## config.mk

```make
export PLATFORM = sky130hd
export DESIGN_NAME = mc_control_flat
export DESIGN_NICKNAME = d
export VERILOG_FILES = /design/src/rtl/mc_control_pkg.sv /design/src/rtl/mc_control_if.sv /design/src/rtl/mc_control_decode.sv /design/src/rtl/mc_control.sv /design/src/flat_wrapper.sv
export SDC_FILE = /design/constraint.sdc
export NUM_CORES = 1
export LEC_CHECK = 0
export ABC_AREA = 1
export CELL_PAD_IN_SITES_DETAIL_PLACEMENT = 0
export CELL_PAD_IN_SITES_GLOBAL_PLACEMENT = 1
export CORE_ASPECT_RATIO = 0.8
export CORE_MARGIN = 5
export CORE_UTILIZATION = 28
export CTS_CLUSTER_SIZE = 28
export DETAILED_ROUTE_END_ITERATION = 8
export PLACE_DENSITY_LB_ADDON = 0.08
export REMOVE_ABC_BUFFERS = 1
export SKIP_CTS_REPAIR_TIMING = 1
export SYNTH_ARGS = -nofsm -noshare
export SYNTH_HDL_FRONTEND = slang
export SYNTH_SLANG_ARGS = --single-unit
```

## constraint.sdc

```tcl
create_clock -name clk -period 2.34 [get_ports clk]
set_input_delay 0.234 -clock clk [delete_from_list [all_inputs] [get_ports clk]]
set_output_delay 0.234 -clock clk [all_outputs]
set_load 0.02 [all_outputs]
```

## src/rtl/mc_control_pkg.sv

```systemverilog
// Shared constants for the MIPS control path: opcode/funct values, ALUFun
// codes, datapath mux select codes, FSM state and exception cause encodings.
package mc_control_pkg;

  localparam logic [5:0] OP_R     = 6'h00, OP_J    = 6'h02, OP_JAL  = 6'h03,
                         OP_BEQ   = 6'h04, OP_BNE  = 6'h05, OP_BLEZ = 6'h06,
                         OP_BGTZ  = 6'h07, OP_ADDI = 6'h08, OP_ADDIU= 6'h09,
                         OP_SLTI  = 6'h0A, OP_ANDI = 6'h0C, OP_LUI  = 6'h0F,
                         OP_LW    = 6'h23, OP_SW   = 6'h2B;

  localparam logic [5:0] FN_SLL  = 6'h00, FN_SRL  = 6'h02, FN_SRA  = 6'h03,
                         FN_JR   = 6'h08, FN_JALR = 6'h09, FN_ADD  = 6'h20,
                         FN_ADDU = 6'h21, FN_SUB  = 6'h22, FN_SUBU = 6'h23,
                         FN_AND  = 6'h24, FN_OR   = 6'h25, FN_XOR  = 6'h26,
                         FN_NOR  = 6'h27, FN_SLT  = 6'h2A;

  // [5:4] selects adder / logic / shifter / comparator
  localparam logic [5:0] ALU_ADD = 6'b000000, ALU_SUB = 6'b000001,
                         ALU_AND = 6'b011000, ALU_OR  = 6'b011110,
                         ALU_XOR = 6'b010110, ALU_NOR = 6'b010001,
                         ALU_SLL = 6'b100000, ALU_SRL = 6'b100001,
                         ALU_SRA = 6'b100011, ALU_EQ  = 6'b110011,
                         ALU_NEQ = 6'b110001, ALU_LT  = 6'b110101,
                         ALU_LEZ = 6'b111101, ALU_GTZ = 6'b111111;

  localparam logic [2:0] PC_INC = 3'd0, PC_BR = 3'd1, PC_JT = 3'd2,
                         PC_RS  = 3'd3, PC_IRQ = 3'd4, PC_EXC = 3'd5;
  localparam logic [1:0] RD_RD = 2'd0, RD_RT = 2'd1, RD_RA = 2'd2, RD_K0 = 2'd3;
  localparam logic [1:0] M2R_ALU = 2'd0, M2R_MDR = 2'd1, M2R_PC = 2'd2;
  localparam logic [1:0] SA_PC = 2'd0, SA_A = 2'd1, SA_SH = 2'd2;
  localparam logic [1:0] SB_B = 2'd0, SB_4 = 2'd1, SB_IMM = 2'd2, SB_IMM2 = 2'd3;

  typedef enum logic [2:0] {
    S_FETCH = 3'd0, S_DECODE = 3'd1, S_EXEC = 3'd2, S_MEM = 3'd3,
    S_WB = 3'd4, S_BRJ = 3'd5, S_EXC = 3'd6
  } state_t;

  typedef enum logic [1:0] {CAUSE_NONE, CAUSE_IRQ, CAUSE_UNDEF} cause_t;

  typedef enum logic [3:0] {
    CL_R, CL_I, CL_LW, CL_SW, CL_BR, CL_J, CL_JAL, CL_JR, CL_JALR
  } iclass_t;

  typedef struct packed {
    iclass_t    cls;
    logic [5:0] alufun;
    logic [1:0] srca;
    logic [1:0] srcb;
    logic       extop;
    logic       luop;
    logic       undef;
  } dec_t;

  // Instructions that finish in BRJ instead of EXEC/WB
  function automatic logic is_brj(iclass_t c);
    return c inside {CL_BR, CL_J, CL_JAL, CL_JR, CL_JALR};
  endfunction

endpackage

```

## src/rtl/mc_control_if.sv

```systemverilog
// Control bundle between the multi-cycle controller (master) and datapath.
// Cmp is the ALU compare bit, used to qualify branch PC writes.
interface mc_control_if;
  import mc_control_pkg::*;
  logic [31:0] Instruct;
  logic        IRQ, Kernel, Cmp;
  logic        PCWr, IRWr, IorD, RegWr, MemRd, MemWr, EXTOp, LUOp;
  logic [2:0]  PCSrc, State;
  logic [1:0]  RegDst, ALUSrcA, ALUSrcB, MemToReg;
  logic [5:0]  ALUFun;

  modport master (
    input  Instruct, IRQ, Kernel, Cmp,
    output PCWr, IRWr, IorD, PCSrc, RegDst, RegWr, ALUSrcA, ALUSrcB, ALUFun,
           MemRd, MemWr, MemToReg, EXTOp, LUOp, State
  );
  modport slave (
    output Instruct, IRQ, Kernel, Cmp,
    input  PCWr, IRWr, IorD, PCSrc, RegDst, RegWr, ALUSrcA, ALUSrcB, ALUFun,
           MemRd, MemWr, MemToReg, EXTOp, LUOp, State
  );
endinterface

```

## src/rtl/mc_control_decode.sv

```systemverilog
// Pure combinational instruction classifier: class, ALU setup and the
// undefined-instruction flag. No sequencing knowledge lives here.
module mc_control_decode
  import mc_control_pkg::*;
(
  input  logic [31:0] instr,
  output dec_t        dec
);
  logic [5:0] op, fn;
  logic       unused_fields;

  assign op = instr[31:26];
  assign fn = instr[5:0];
  assign unused_fields = ^instr[25:6];

  // opcode/funct -> class and EXEC-stage ALU configuration
  always_comb begin
    dec = '{cls: CL_I, alufun: ALU_ADD, srca: SA_A, srcb: SB_IMM,
            extop: 1'b1, luop: 1'b0, undef: 1'b0};
    case (op)
      OP_R: begin
        dec.cls  = CL_R;
        dec.srcb = SB_B;
        case (fn)
          FN_ADD, FN_ADDU: dec.alufun = ALU_ADD;
          FN_SUB, FN_SUBU: dec.alufun = ALU_SUB;
          FN_AND:  dec.alufun = ALU_AND;
          FN_OR:   dec.alufun = ALU_OR;
          FN_XOR:  dec.alufun = ALU_XOR;
          FN_NOR:  dec.alufun = ALU_NOR;
          FN_SLT:  dec.alufun = ALU_LT;
          FN_SLL:  begin dec.alufun = ALU_SLL; dec.srca = SA_SH; end
          FN_SRL:  begin dec.alufun = ALU_SRL; dec.srca = SA_SH; end
          FN_SRA:  begin dec.alufun = ALU_SRA; dec.srca = SA_SH; end
          FN_JR:   dec.cls = CL_JR;
          FN_JALR: dec.cls = CL_JALR;
          default: dec.undef = 1'b1;
        endcase
      end
      OP_J:    dec.cls = CL_J;
      OP_JAL:  dec.cls = CL_JAL;
      OP_BEQ:  begin dec.cls = CL_BR; dec.srcb = SB_B; dec.alufun = ALU_EQ;  end
      OP_BNE:  begin dec.cls = CL_BR; dec.srcb = SB_B; dec.alufun = ALU_NEQ; end
      OP_BLEZ: begin dec.cls = CL_BR; dec.srcb = SB_B; dec.alufun = ALU_LEZ; end
      OP_BGTZ: begin dec.cls = CL_BR; dec.srcb = SB_B; dec.alufun = ALU_GTZ; end
      OP_ADDI, OP_ADDIU: dec.alufun = ALU_ADD;
      OP_SLTI: dec.alufun = ALU_LT;
      OP_ANDI: begin dec.alufun = ALU_AND; dec.extop = 1'b0; end
      OP_LUI:  dec.luop = 1'b1;
      OP_LW:   dec.cls = CL_LW;
      OP_SW:   dec.cls = CL_SW;
      default: dec.undef = 1'b1;
    endcase
  end
endmodule

```

## src/rtl/mc_control.sv

```systemverilog
// Multi-cycle MIPS controller: FSM, memory-latency counter and IRQ latch.
// Instruction classification comes from mc_control_decode.
module mc_control
  import mc_control_pkg::*;
#(
  parameter int MEM_LAT = 1,
  parameter bit IRQ_EN  = 1'b1
) (
  input  logic         clk,
  input  logic         reset,
  mc_control_if.master bus
);
  // out-of-range latencies are clamped so the 4-bit counter cannot wrap
  localparam int         LAT_C    = (MEM_LAT < 1) ? 1 : (MEM_LAT > 15) ? 15 : MEM_LAT;
  localparam logic [3:0] CNT_LAST = 4'(LAT_C - 1);

  state_t     state, state_nx;
  cause_t     cause, cause_nx;
  logic [3:0] cnt;
  logic       irq_pending, irq_set, irq_clr, take_irq, cnt_last;
  dec_t       dec;

  logic       pcwr, irwr, iord, regwr, memrd, memwr, extop, luop;
  logic [2:0] pcsrc;
  logic [1:0] regdst, srca, srcb, m2r;
  logic [5:0] alufun;

  mc_control_decode u_dec (.instr(bus.Instruct), .dec(dec));

  // Kernel is PC[31], a registered datapath bit, so using it here keeps
  // the outputs a function of registered state
  assign take_irq = irq_pending & ~bus.Kernel;
  assign cnt_last = (cnt == CNT_LAST);
  assign irq_set  = IRQ_EN & bus.IRQ & ~bus.Kernel;
  assign irq_clr  = (state == S_FETCH) && (state_nx == S_EXC);

  // next-state: IRQ only at an instruction boundary, UNDEF wins in DECODE
  always_comb begin
    state_nx = state;
    cause_nx = cause;
    case (state)
      S_FETCH:
        if (cnt == 4'd0 && take_irq) begin
          state_nx = S_EXC;
          cause_nx = CAUSE_IRQ;
        end else if (cnt_last) state_nx = S_DECODE;
      S_DECODE:
        if (dec.undef) begin
          state_nx = S_EXC;
          cause_nx = CAUSE_UNDEF;
        end else if (is_brj(dec.cls)) state_nx = S_BRJ;
        else state_nx = S_EXEC;
      S_EXEC:
        state_nx = (dec.cls == CL_LW || dec.cls == CL_SW) ? S_MEM : S_WB;
      S_MEM:
        if (cnt_last) state_nx = (dec.cls == CL_LW) ? S_WB : S_FETCH;
      default: state_nx = S_FETCH;
    endcase
  end

  // state, counter (cleared on every state change) and sticky IRQ latch
  always_ff @(posedge clk) begin
    if (reset) begin
      state       <= S_FETCH;
      cause       <= CAUSE_NONE;
      cnt         <= 4'd0;
      irq_pending <= 1'b0;
    end else begin
      state       <= state_nx;
      cause       <= cause_nx;
      cnt         <= (state_nx != state) ? 4'd0 : cnt + 4'd1;
      irq_pending <= (irq_pending & ~irq_clr) | irq_set;
    end
  end

  // per-state datapath controls; ALU setup follows the decoder by default
  always_comb begin
    pcwr = 1'b0; irwr = 1'b0; iord = 1'b0; regwr = 1'b0;
    memrd = 1'b0; memwr = 1'b0;
    pcsrc = PC_INC; regdst = RD_RD; m2r = M2R_ALU;
    srca = dec.srca; srcb = dec.srcb; alufun = dec.alufun;
    extop = dec.extop; luop = dec.luop;
    case (state)
      S_FETCH: begin
        srca = SA_PC; srcb = SB_4; alufun = ALU_ADD; extop = 1'b1; luop = 1'b0;
        if (!(cnt == 4'd0 && take_irq)) begin
          memrd = 1'b1;
          if (cnt_last) begin irwr = 1'b1; pcwr = 1'b1; end
        end
      end
      S_DECODE: begin
        srca = SA_PC; srcb = SB_IMM2; alufun = ALU_ADD; extop = 1'b1; luop = 1'b0;
      end
      S_MEM: begin
        iord  = 1'b1;
        memrd = (dec.cls == CL_LW);
        memwr = (dec.cls == CL_SW);
      end
      S_WB: begin
        regwr  = 1'b1;
        regdst = (dec.cls == CL_R) ? RD_RD : RD_RT;
        m2r    = (dec.cls == CL_LW) ? M2R_MDR : M2R_ALU;
      end
      S_BRJ:
        case (dec.cls)
          CL_BR:   begin pcwr = bus.Cmp; pcsrc = PC_BR; end
          CL_J:    begin pcwr = 1'b1; pcsrc = PC_JT; end
          CL_JAL:  begin pcwr = 1'b1; pcsrc = PC_JT; regwr = 1'b1; regdst = RD_RA; m2r = M2R_PC; end
          CL_JR:   begin pcwr = 1'b1; pcsrc = PC_RS; end
          CL_JALR: begin pcwr = 1'b1; pcsrc = PC_RS; regwr = 1'b1; regdst = RD_RD; m2r = M2R_PC; end
          default: ;
        endcase
      S_EXC: begin
        pcwr   = 1'b1;
        pcsrc  = (cause == CAUSE_IRQ) ? PC_IRQ : PC_EXC;
        regwr  = 1'b1;
        regdst = RD_K0;
        m2r    = M2R_PC;
      end
      default: ;
    endcase
  end

  // write enables are held low while reset is asserted
  assign bus.PCWr     = pcwr  & ~reset;
  assign bus.IRWr     = irwr  & ~reset;
  assign bus.RegWr    = regwr & ~reset;
  assign bus.MemWr    = memwr & ~reset;
  assign bus.MemRd    = memrd;
  assign bus.IorD     = iord;
  assign bus.PCSrc    = pcsrc;
  assign bus.RegDst   = regdst;
  assign bus.MemToReg = m2r;
  assign bus.ALUSrcA  = srca;
  assign bus.ALUSrcB  = srcb;
  assign bus.ALUFun   = alufun;
  assign bus.EXTOp    = extop;
  assign bus.LUOp     = luop;
  assign bus.State    = state;
endmodule

```

## src/flat_wrapper.sv

```systemverilog
// flat-port wrapper written by rule: the top's interface ports become plain ports
module mc_control_flat import mc_control_pkg::*;
#(
  parameter int MEM_LAT = 1,
  parameter bit IRQ_EN  = 1'b1
)
  (clk, reset, bus_Instruct, bus_IRQ, bus_Kernel, bus_Cmp, bus_PCWr, bus_IRWr, bus_IorD, bus_PCSrc, bus_RegDst, bus_RegWr, bus_ALUSrcA, bus_ALUSrcB, bus_ALUFun, bus_MemRd, bus_MemWr, bus_MemToReg, bus_EXTOp, bus_LUOp, bus_State);
  mc_control_if bus_i ();
  input  logic clk;
  input  logic reset;
  input wire logic [$bits(bus_i.Instruct)-1:0] bus_Instruct;
  input wire logic [$bits(bus_i.IRQ)-1:0] bus_IRQ;
  input wire logic [$bits(bus_i.Kernel)-1:0] bus_Kernel;
  input wire logic [$bits(bus_i.Cmp)-1:0] bus_Cmp;
  output wire logic [$bits(bus_i.PCWr)-1:0] bus_PCWr;
  output wire logic [$bits(bus_i.IRWr)-1:0] bus_IRWr;
  output wire logic [$bits(bus_i.IorD)-1:0] bus_IorD;
  output wire logic [$bits(bus_i.PCSrc)-1:0] bus_PCSrc;
  output wire logic [$bits(bus_i.RegDst)-1:0] bus_RegDst;
  output wire logic [$bits(bus_i.RegWr)-1:0] bus_RegWr;
  output wire logic [$bits(bus_i.ALUSrcA)-1:0] bus_ALUSrcA;
  output wire logic [$bits(bus_i.ALUSrcB)-1:0] bus_ALUSrcB;
  output wire logic [$bits(bus_i.ALUFun)-1:0] bus_ALUFun;
  output wire logic [$bits(bus_i.MemRd)-1:0] bus_MemRd;
  output wire logic [$bits(bus_i.MemWr)-1:0] bus_MemWr;
  output wire logic [$bits(bus_i.MemToReg)-1:0] bus_MemToReg;
  output wire logic [$bits(bus_i.EXTOp)-1:0] bus_EXTOp;
  output wire logic [$bits(bus_i.LUOp)-1:0] bus_LUOp;
  output wire logic [$bits(bus_i.State)-1:0] bus_State;
  assign bus_i.Instruct = bus_Instruct;
  assign bus_i.IRQ = bus_IRQ;
  assign bus_i.Kernel = bus_Kernel;
  assign bus_i.Cmp = bus_Cmp;
  assign bus_PCWr = bus_i.PCWr;
  assign bus_IRWr = bus_i.IRWr;
  assign bus_IorD = bus_i.IorD;
  assign bus_PCSrc = bus_i.PCSrc;
  assign bus_RegDst = bus_i.RegDst;
  assign bus_RegWr = bus_i.RegWr;
  assign bus_ALUSrcA = bus_i.ALUSrcA;
  assign bus_ALUSrcB = bus_i.ALUSrcB;
  assign bus_ALUFun = bus_i.ALUFun;
  assign bus_MemRd = bus_i.MemRd;
  assign bus_MemWr = bus_i.MemWr;
  assign bus_MemToReg = bus_i.MemToReg;
  assign bus_EXTOp = bus_i.EXTOp;
  assign bus_LUOp = bus_i.LUOp;
  assign bus_State = bus_i.State;
  mc_control #(.MEM_LAT(MEM_LAT), .IRQ_EN(IRQ_EN)) u_core (.clk(clk), .reset(reset), .bus(bus_i));
endmodule
```

==> results of run 1 <==
## per-stage QoR
stage / setup slack (ps) / utilization
finish: 103.4 / 0.4914
global route: 0.9373 / 0.4914
CTS: -297.0 / 0.4787
detailed placement: -262.2 / 0.4665
global placement: -277.4 / 0.4665
floorplan: 509.9 / -
## worst max-delay path, delay by kind of cell
| kind | cells | cell delay (ps) |
|---|---|---|
| simple gates | 2 | 190 |
| compound gates | 1 | 120 |
| buf+inv | 5 | 1460 |
## sequential cells by signal, summed over array words and instances (netlist names)
| name | count |
|---|---|
| u_core.bus.State | 3 |
| u_core.cause | 2 |
| u_core.cnt | 4 |
| u_core.irq_pending | 1 |
## cell type report
class	instances	area, um2
flip-flops and latches	10	200.2
inverters	46	177.7
repair buffers	84	798.3
fillers	498	2296
well taps	60	75.07
clock buffers	4	55.05
multi-input cells	167	912.1
## final timing paths
path                                                    from                           end  slack [ps]  depth (start not counted)
worst min register to register  u_core.cause[1]$_SDFFE_PP0P_  u_core.cause[1]$_SDFFE_PP0P_         460                          2
worst min-delay path            u_core.cause[1]$_SDFFE_PP0P_  u_core.cause[1]$_SDFFE_PP0P_         460                          2
worst max register to register      u_core.cnt[0]$_SDFF_PP0_      u_core.cnt[0]$_SDFF_PP0_         640                         11
worst max-delay path                        bus_Instruct[27]                bus_ALUSrcA[0]         100                          8
## cell families after synthesis
kind of cell / after synthesis
AO/OA/AOI/OAI: 33
XOR/XNOR: 2
adder cells (fa/ha/maj): 2
buffers and inverters: 48
flip-flops: 10
AND/OR/NAND/NOR: 130
## layout by cell type, fill, tap and decap left out, drive strengths merged, types with 2 or more instances in the layout
master,n
nand3,27
dfxtp,10
ha,2
clkbuf,5
clkdlybuf4s50,23
dlymetal6s2s,20
o21ai,7
buf,40
nor3,2
a31oi,3
nand4,4
a41oi,2
nor4,4
inv,46
nand2,46
a21oi,15
nor2,47
## power by group through the flow
stage / Combinational [W] / Clock, W / Sequential, W
2_1_floorplan: 0.000495 / 0 / 0.000268
3_3_place_gp: 0.000937 / 0 / 0.000256
3_5_place_dp: 0.000928 / 0 / 0.000254
4_1_cts: 0.000935 / 0.000221 / 0.000252
5_1_grt: 0.00101 / 0.000230 / 0.000258
6_report: 0.000920 / 0.000215 / 0.000251
## layer usage
layer,share of wire,wire [um],vias up,track usage
met5,0,0,-,0
met4,0.0026,11,0,0.005272
met3,0.046,195,2,0.03609
met2,0.39,1658,33,0.1922
met1,0.56,2389,701,0.2244
li1,-,-,898,-
==> reports/qor.csv, run 1 <==
stage,metric,value,unit
status,outcome,finished clean,
synth,mux share of post-synthesis cell area,0,
setup_path,Worst Path Max Fanout,5,
placed_design,IO buf count,44,
floorplan,io pins,65,
cts,CTS tree,built,
route,DRT Wirelength,4255,um
cts,# clock sinks,10,
finish,Final Instance Count excl. Fillers,371,
route,DR vias,1634,
finish,synth-to-layout area growth,72.47,%
finish,Final nets,351,
synth,Syn Inst Count,225,
cts,Clock Path Buffers,2,
timing,hold slack,461.9,ps
job,MaxCap Viol Count,0,
timing,final hold violation count,0,
floorplan,full die area,6057,um2
route,DRC Markers,0,
floorplan,FP Rows,22,
timing,Rel. slew slack,0.7654,
global_routing,initial antenna violation count,0,
cts,TritonCTS Buffers,3,
setup_path,CP Launch Type,input port,
setup_path,Worst EP arrival,2000,ps
synth,Area contributors post-synth,"dfxtp_1 16%, nand2_1 13%, inv_1 12%",
floorplan,core area,4514,um2
pwr,switch share,0.4601,
setup_path,"Slowest-stage cell, CP",clkdlybuf4s50_1,
global_routing,via count of the first global-routing pass,1535,
placed_design,routability congestion estimate,0.8866,
synth,Syn Area/Cell,5.717,um2
timing,unrepaired setup endpoints after global routing,false,
synth,Post-Synth Simple-Gate Area,0.5136,
route,Avg WL per Cell,11.47,um
synth,register bit count reported by yosys,10,
synth,sequential cell area fraction in the yosys report,0.1556,
global_routing,Overflow after GRT,0,
synth,compound-gate portion of the synthesized area,0.1527,
synth,post-synth top area share,0.1556,
timing,final setup TNS,0,ps
floorplan,Die H,70.62,um
timing,Worst Tran Pin Value,350.6,ps
setup_path,worst setup path class,in2out,
placed_design,DP Area,2106,um2
route,vias per cell,4.404,
placed_design,placed cell count,367,
min_path,Worst Hold Class,reg2reg,
route,DRT Pass-1 Iters,6,
setup_path,WP data required,2110,ps
setup_path,biggest cell delay along the critical path,620,ps
synth,asr flop ratio synth,0,
floorplan,initial core utilization,0.2849,
synth,largest area contributor in the netlist,dfxtp_1,
cts,"CTS clk-pin slew, worst paths",50,ps
synth,Main synth FF type,dfxtp_1,
setup_path,nature of the critical path endpoint,output port,
placed_design,DP Wirelength,3660,um
floorplan,chip width,85.78,um
finish,Layout Cell Area excl Fill,2218,um2
timing,clock skew,1.593,ps
pwr,Flop pwr share,0.181,
synth,yosys warns,0,
synth,adder-cell area share of the yosys netlist,0.01946,
synth,Post-synth EDFFs,0,
synth,largest family of logic cells by synthesized area,simple AND/OR/NAND/NOR gates,
finish,share of cells above drive strength 1,0.2444,
finish,number of antenna diodes,0,
pwr,Lkg Pwr,1.425,nW
pwr,PwrDens,624.5,nW/um2
timing,Period minus WS final,2237,ps
setup_path,crit-path cells,"clkdlybuf4s50_1, nor2_2, nand3_4, buf_12, inv_6, buf_4, a21oi_1, clkdlybuf4s50_1",
timing,Max Fclk,447.1,MHz
pwr,Clk pwr share,0.155,
global_routing,global-route wire length before repair,7051,um
cts,htree depth,1,
pwr,combinational power share,0.664,
timing,# setup viols final,0,
pwr,VDD IR max,0.0003053,V
global_routing,maximum number of pins on one net before global-route repair,11,
pwr,Tot Pwr,0.001385,W
global_routing,Tot GR Track Use,0.1397,
pwr,switching power,0.0006374,W
timing,fin crit share,0.9558,
route,drt first-iter violations,85,
cts,clk_lat worst skew,230,ps
synth,Post-Syn Area,1286,um2
setup_path,crit-path most repeated cell,clkdlybuf4s50_1,
pwr,Internal Pwr Total,0.0007480,W
synth,most frequent cells after synthesis,"43 x nand2_1, 40 x inv_1, 38 x nor2_1, 21 x nand3_1, 14 x a21oi_1",
synth,"count leader, synth",nand2_1,
cts,Root Driver,clkbuf_8,
synth,Post-Synth XOR/XNOR Area,0.01362,
timing,Final Max Slew Viols,0,
synth,Synth cell types,32,
route,DRT antenna net count,0,
Note: power is estimated with default switching activity, not from simulation.
==> run 2: changes to the inputs <==
--- a/config.mk
+++ b/config.mk
@@ -14,7 +14,6 @@
 export CTS_CLUSTER_SIZE = 28
 export DETAILED_ROUTE_END_ITERATION = 8
 export PLACE_DENSITY_LB_ADDON = 0.08
-export REMOVE_ABC_BUFFERS = 1
 export SKIP_CTS_REPAIR_TIMING = 1
 export SYNTH_ARGS = -nofsm -noshare
 export SYNTH_HDL_FRONTEND = slang
==> reports/qor.csv, run 2 (synthesis gave the netlist of run 1 again) <==
stage,metric,value,unit
placed_design,DP Wirelength,3649,um
global_routing,Tot GR Track Use,0.1421,
setup_path,crit path launch,bus_Instruct[28],
global_routing,GR met3 Demand/Resource,0.04191,
route,DRC Markers,0,
timing,# setup viols final,0,
route,DR vias,1651,
cts,htree depth,1,
cts,Root Driver,clkbuf_8,
pwr,PwrDens,608.5,nW/um2
route,drt first-iter violations,55,
setup_path,worst setup path class,in2out,
cts,Clock Path Buffers,2,
global_routing,grt met1 use,0.2174,
finish,number of antenna diodes,0,
timing,Final Max Slew Viols,0,
route,vias per cell,4.391,
timing,Period minus WS final,2176,ps
setup_path,r2r setup slk,610,ps
synth,syn_nets,264,
setup_path,nature of the critical path endpoint,output port,
finish,Reg with most FFs,u_core.cnt,
global_routing,maximum number of pins on one net before global-route repair,11,
finish,"most common cell after layout, fill and taps aside",buf_4,
global_routing,busiest layer in global routing,met1,
timing,Rel. slew slack,0.7799,
setup_path,Worst EP arrival,1940,ps
setup_path,Worst Path Max Fanout,4,
floorplan,FP Rows,22,
cts,"CTS clk-pin slew, worst paths",50,ps
floorplan,core area,4514,um2
pwr,Lkg Pwr,1.445,nW
cts,clk_lat worst skew,240,ps
route,Avg WL per Cell,11.45,um
pwr,VDD IR max,0.0003495,V
finish,Final nets,356,
timing,final setup TNS,0,ps
route,DRT antenna net count,0,
status,outcome,finished clean,
global_routing,via count of the first global-routing pass,1538,
timing,final hold violation count,0,
timing,final setup margin,164.4,ps
floorplan,chip width,85.78,um
finish,synth-to-layout area growth,74.42,%
cts,TritonCTS Buffers,3,
placed_design,pre-CTS WS,-270.3,ps
cts,CTS tree,built,
setup_path,worst r2r src,u_core.cnt[0]$_SDFF_PP0_,
setup_path,WP data required,2110,ps
floorplan,full die area,6057,um2
timing,Worst Tran Pin Value,328.9,ps
floorplan,initial core utilization,0.2849,
timing,unrepaired setup endpoints after global routing,false,
job,MaxCap Viol Count,0,
timing,fin crit share,0.9297,
pwr,Tot Pwr,0.001365,W
global_routing,global-route wire length before repair,7003,um
finish,most frequent cells in the layout,"44 x buf_4, 43 x nand2_1, 40 x inv_1, 35 x nor2_1, 23 x clkdlybuf4s50_1",
global_routing,Overflow after GRT,0,
setup_path,Worst Setup EP,bus_PCWr,
placed_design,routability congestion estimate,0.8910,
route,DRT Pass-1 Iters,4,
finish,number of flip-flops in the largest register,4,
route,DRT Wirelength,4305,um
floorplan,io pins,65,
cts,# clock sinks,10,
finish,share of cells above drive strength 1,0.2532,
min_path,Worst Hold Class,reg2reg,
placed_design,IO buf count,44,
global_routing,initial antenna violation count,0,
timing,Max Fclk,459.6,MHz
setup_path,R2R depth,11,
setup_path,CP Launch Type,input port,
setup_path,worst reg2reg path endpoint,u_core.cnt[3]$_SDFF_PP0_,
global_routing,met2 GRT Util,0.1948,
floorplan,Die H,70.62,um
timing,clock skew,5.288,ps
run 2: cell type report:
type	instances	area [um2]
tap	60	75.07
timing repair buffer	89	828.3
fill	496	2271
multi-input combinational	167	907.1
sequential	10	200.2
clock buffer	4	55.05
inverter	46	177.7
run 2: per-stage QoR:
step	hold slack (ps)	utilization	area [um2]	cells
6_report	456.2	0.4970	2243	376
5_1_grt	474.3	0.4970	2243	376
4_1_cts	461.0	0.4870	2198	376
3_5_place_dp	451.3	0.4748	2143	372
3_3_place_gp	450.3	0.4748	2143	372
2_1_floorplan	381.0	-	1286	225
run 2: power by group:
part           total [W]  internal (W)  leakage (nW)  switching (W)
Clock           0.000219      0.000148        0.0288      0.0000713
Combinational   0.000894      0.000371          1.33       0.000523
Sequential      0.000252      0.000209        0.0818      0.0000427
Total            0.00137      0.000728          1.45       0.000637
run 2: worst min path at each step:
stage	startpoint	end	slack (ps)	cells after the start
floorplan	bus_IRQ	u_core.irq_pending$_SDFF_PP0_	380	2
global placement	u_core.cause[1]$_SDFFE_PP0P_	u_core.cause[1]$_SDFFE_PP0P_	450	2
detailed placement	u_core.cnt[0]$_SDFF_PP0_	u_core.cnt[0]$_SDFF_PP0_	450	1
CTS	u_core.cause[1]$_SDFFE_PP0P_	u_core.cause[1]$_SDFFE_PP0P_	460	2
global route	u_core.cnt[0]$_SDFF_PP0_	u_core.cnt[0]$_SDFF_PP0_	470	1
finish	u_core.cnt[0]$_SDFF_PP0_	u_core.cnt[0]$_SDFF_PP0_	460	1
run 2: per-layer routing:
metal	share of wire	vias up
met2	0.39	35
met3	0.041	4
li1	-	910
met5	0	-
met1	0.55	702
met4	0.0093	0
run 2: critical path: stages:
cell and delay (ps):
clkdlybuf4s50_1 560, buf_4 140, inv_2 30, nor2_4 120, nand2_4 70, buf_4 150, inv_2 70, nand3_1 60
a41oi_1 240, dlymetal6s2s_1 250
==> run 3: changes to the inputs <==
--- a/config.mk
+++ b/config.mk
@@ -6,6 +6,7 @@
 export NUM_CORES = 1
 export LEC_CHECK = 0
 export ABC_AREA = 1
+export CAP_MARGIN = 20
 export CELL_PAD_IN_SITES_DETAIL_PLACEMENT = 0
 export CELL_PAD_IN_SITES_GLOBAL_PLACEMENT = 1
 export CORE_ASPECT_RATIO = 0.8
==> results of run 3 <==
No change in the layout: final DEF, timing and power equal those of run 2.
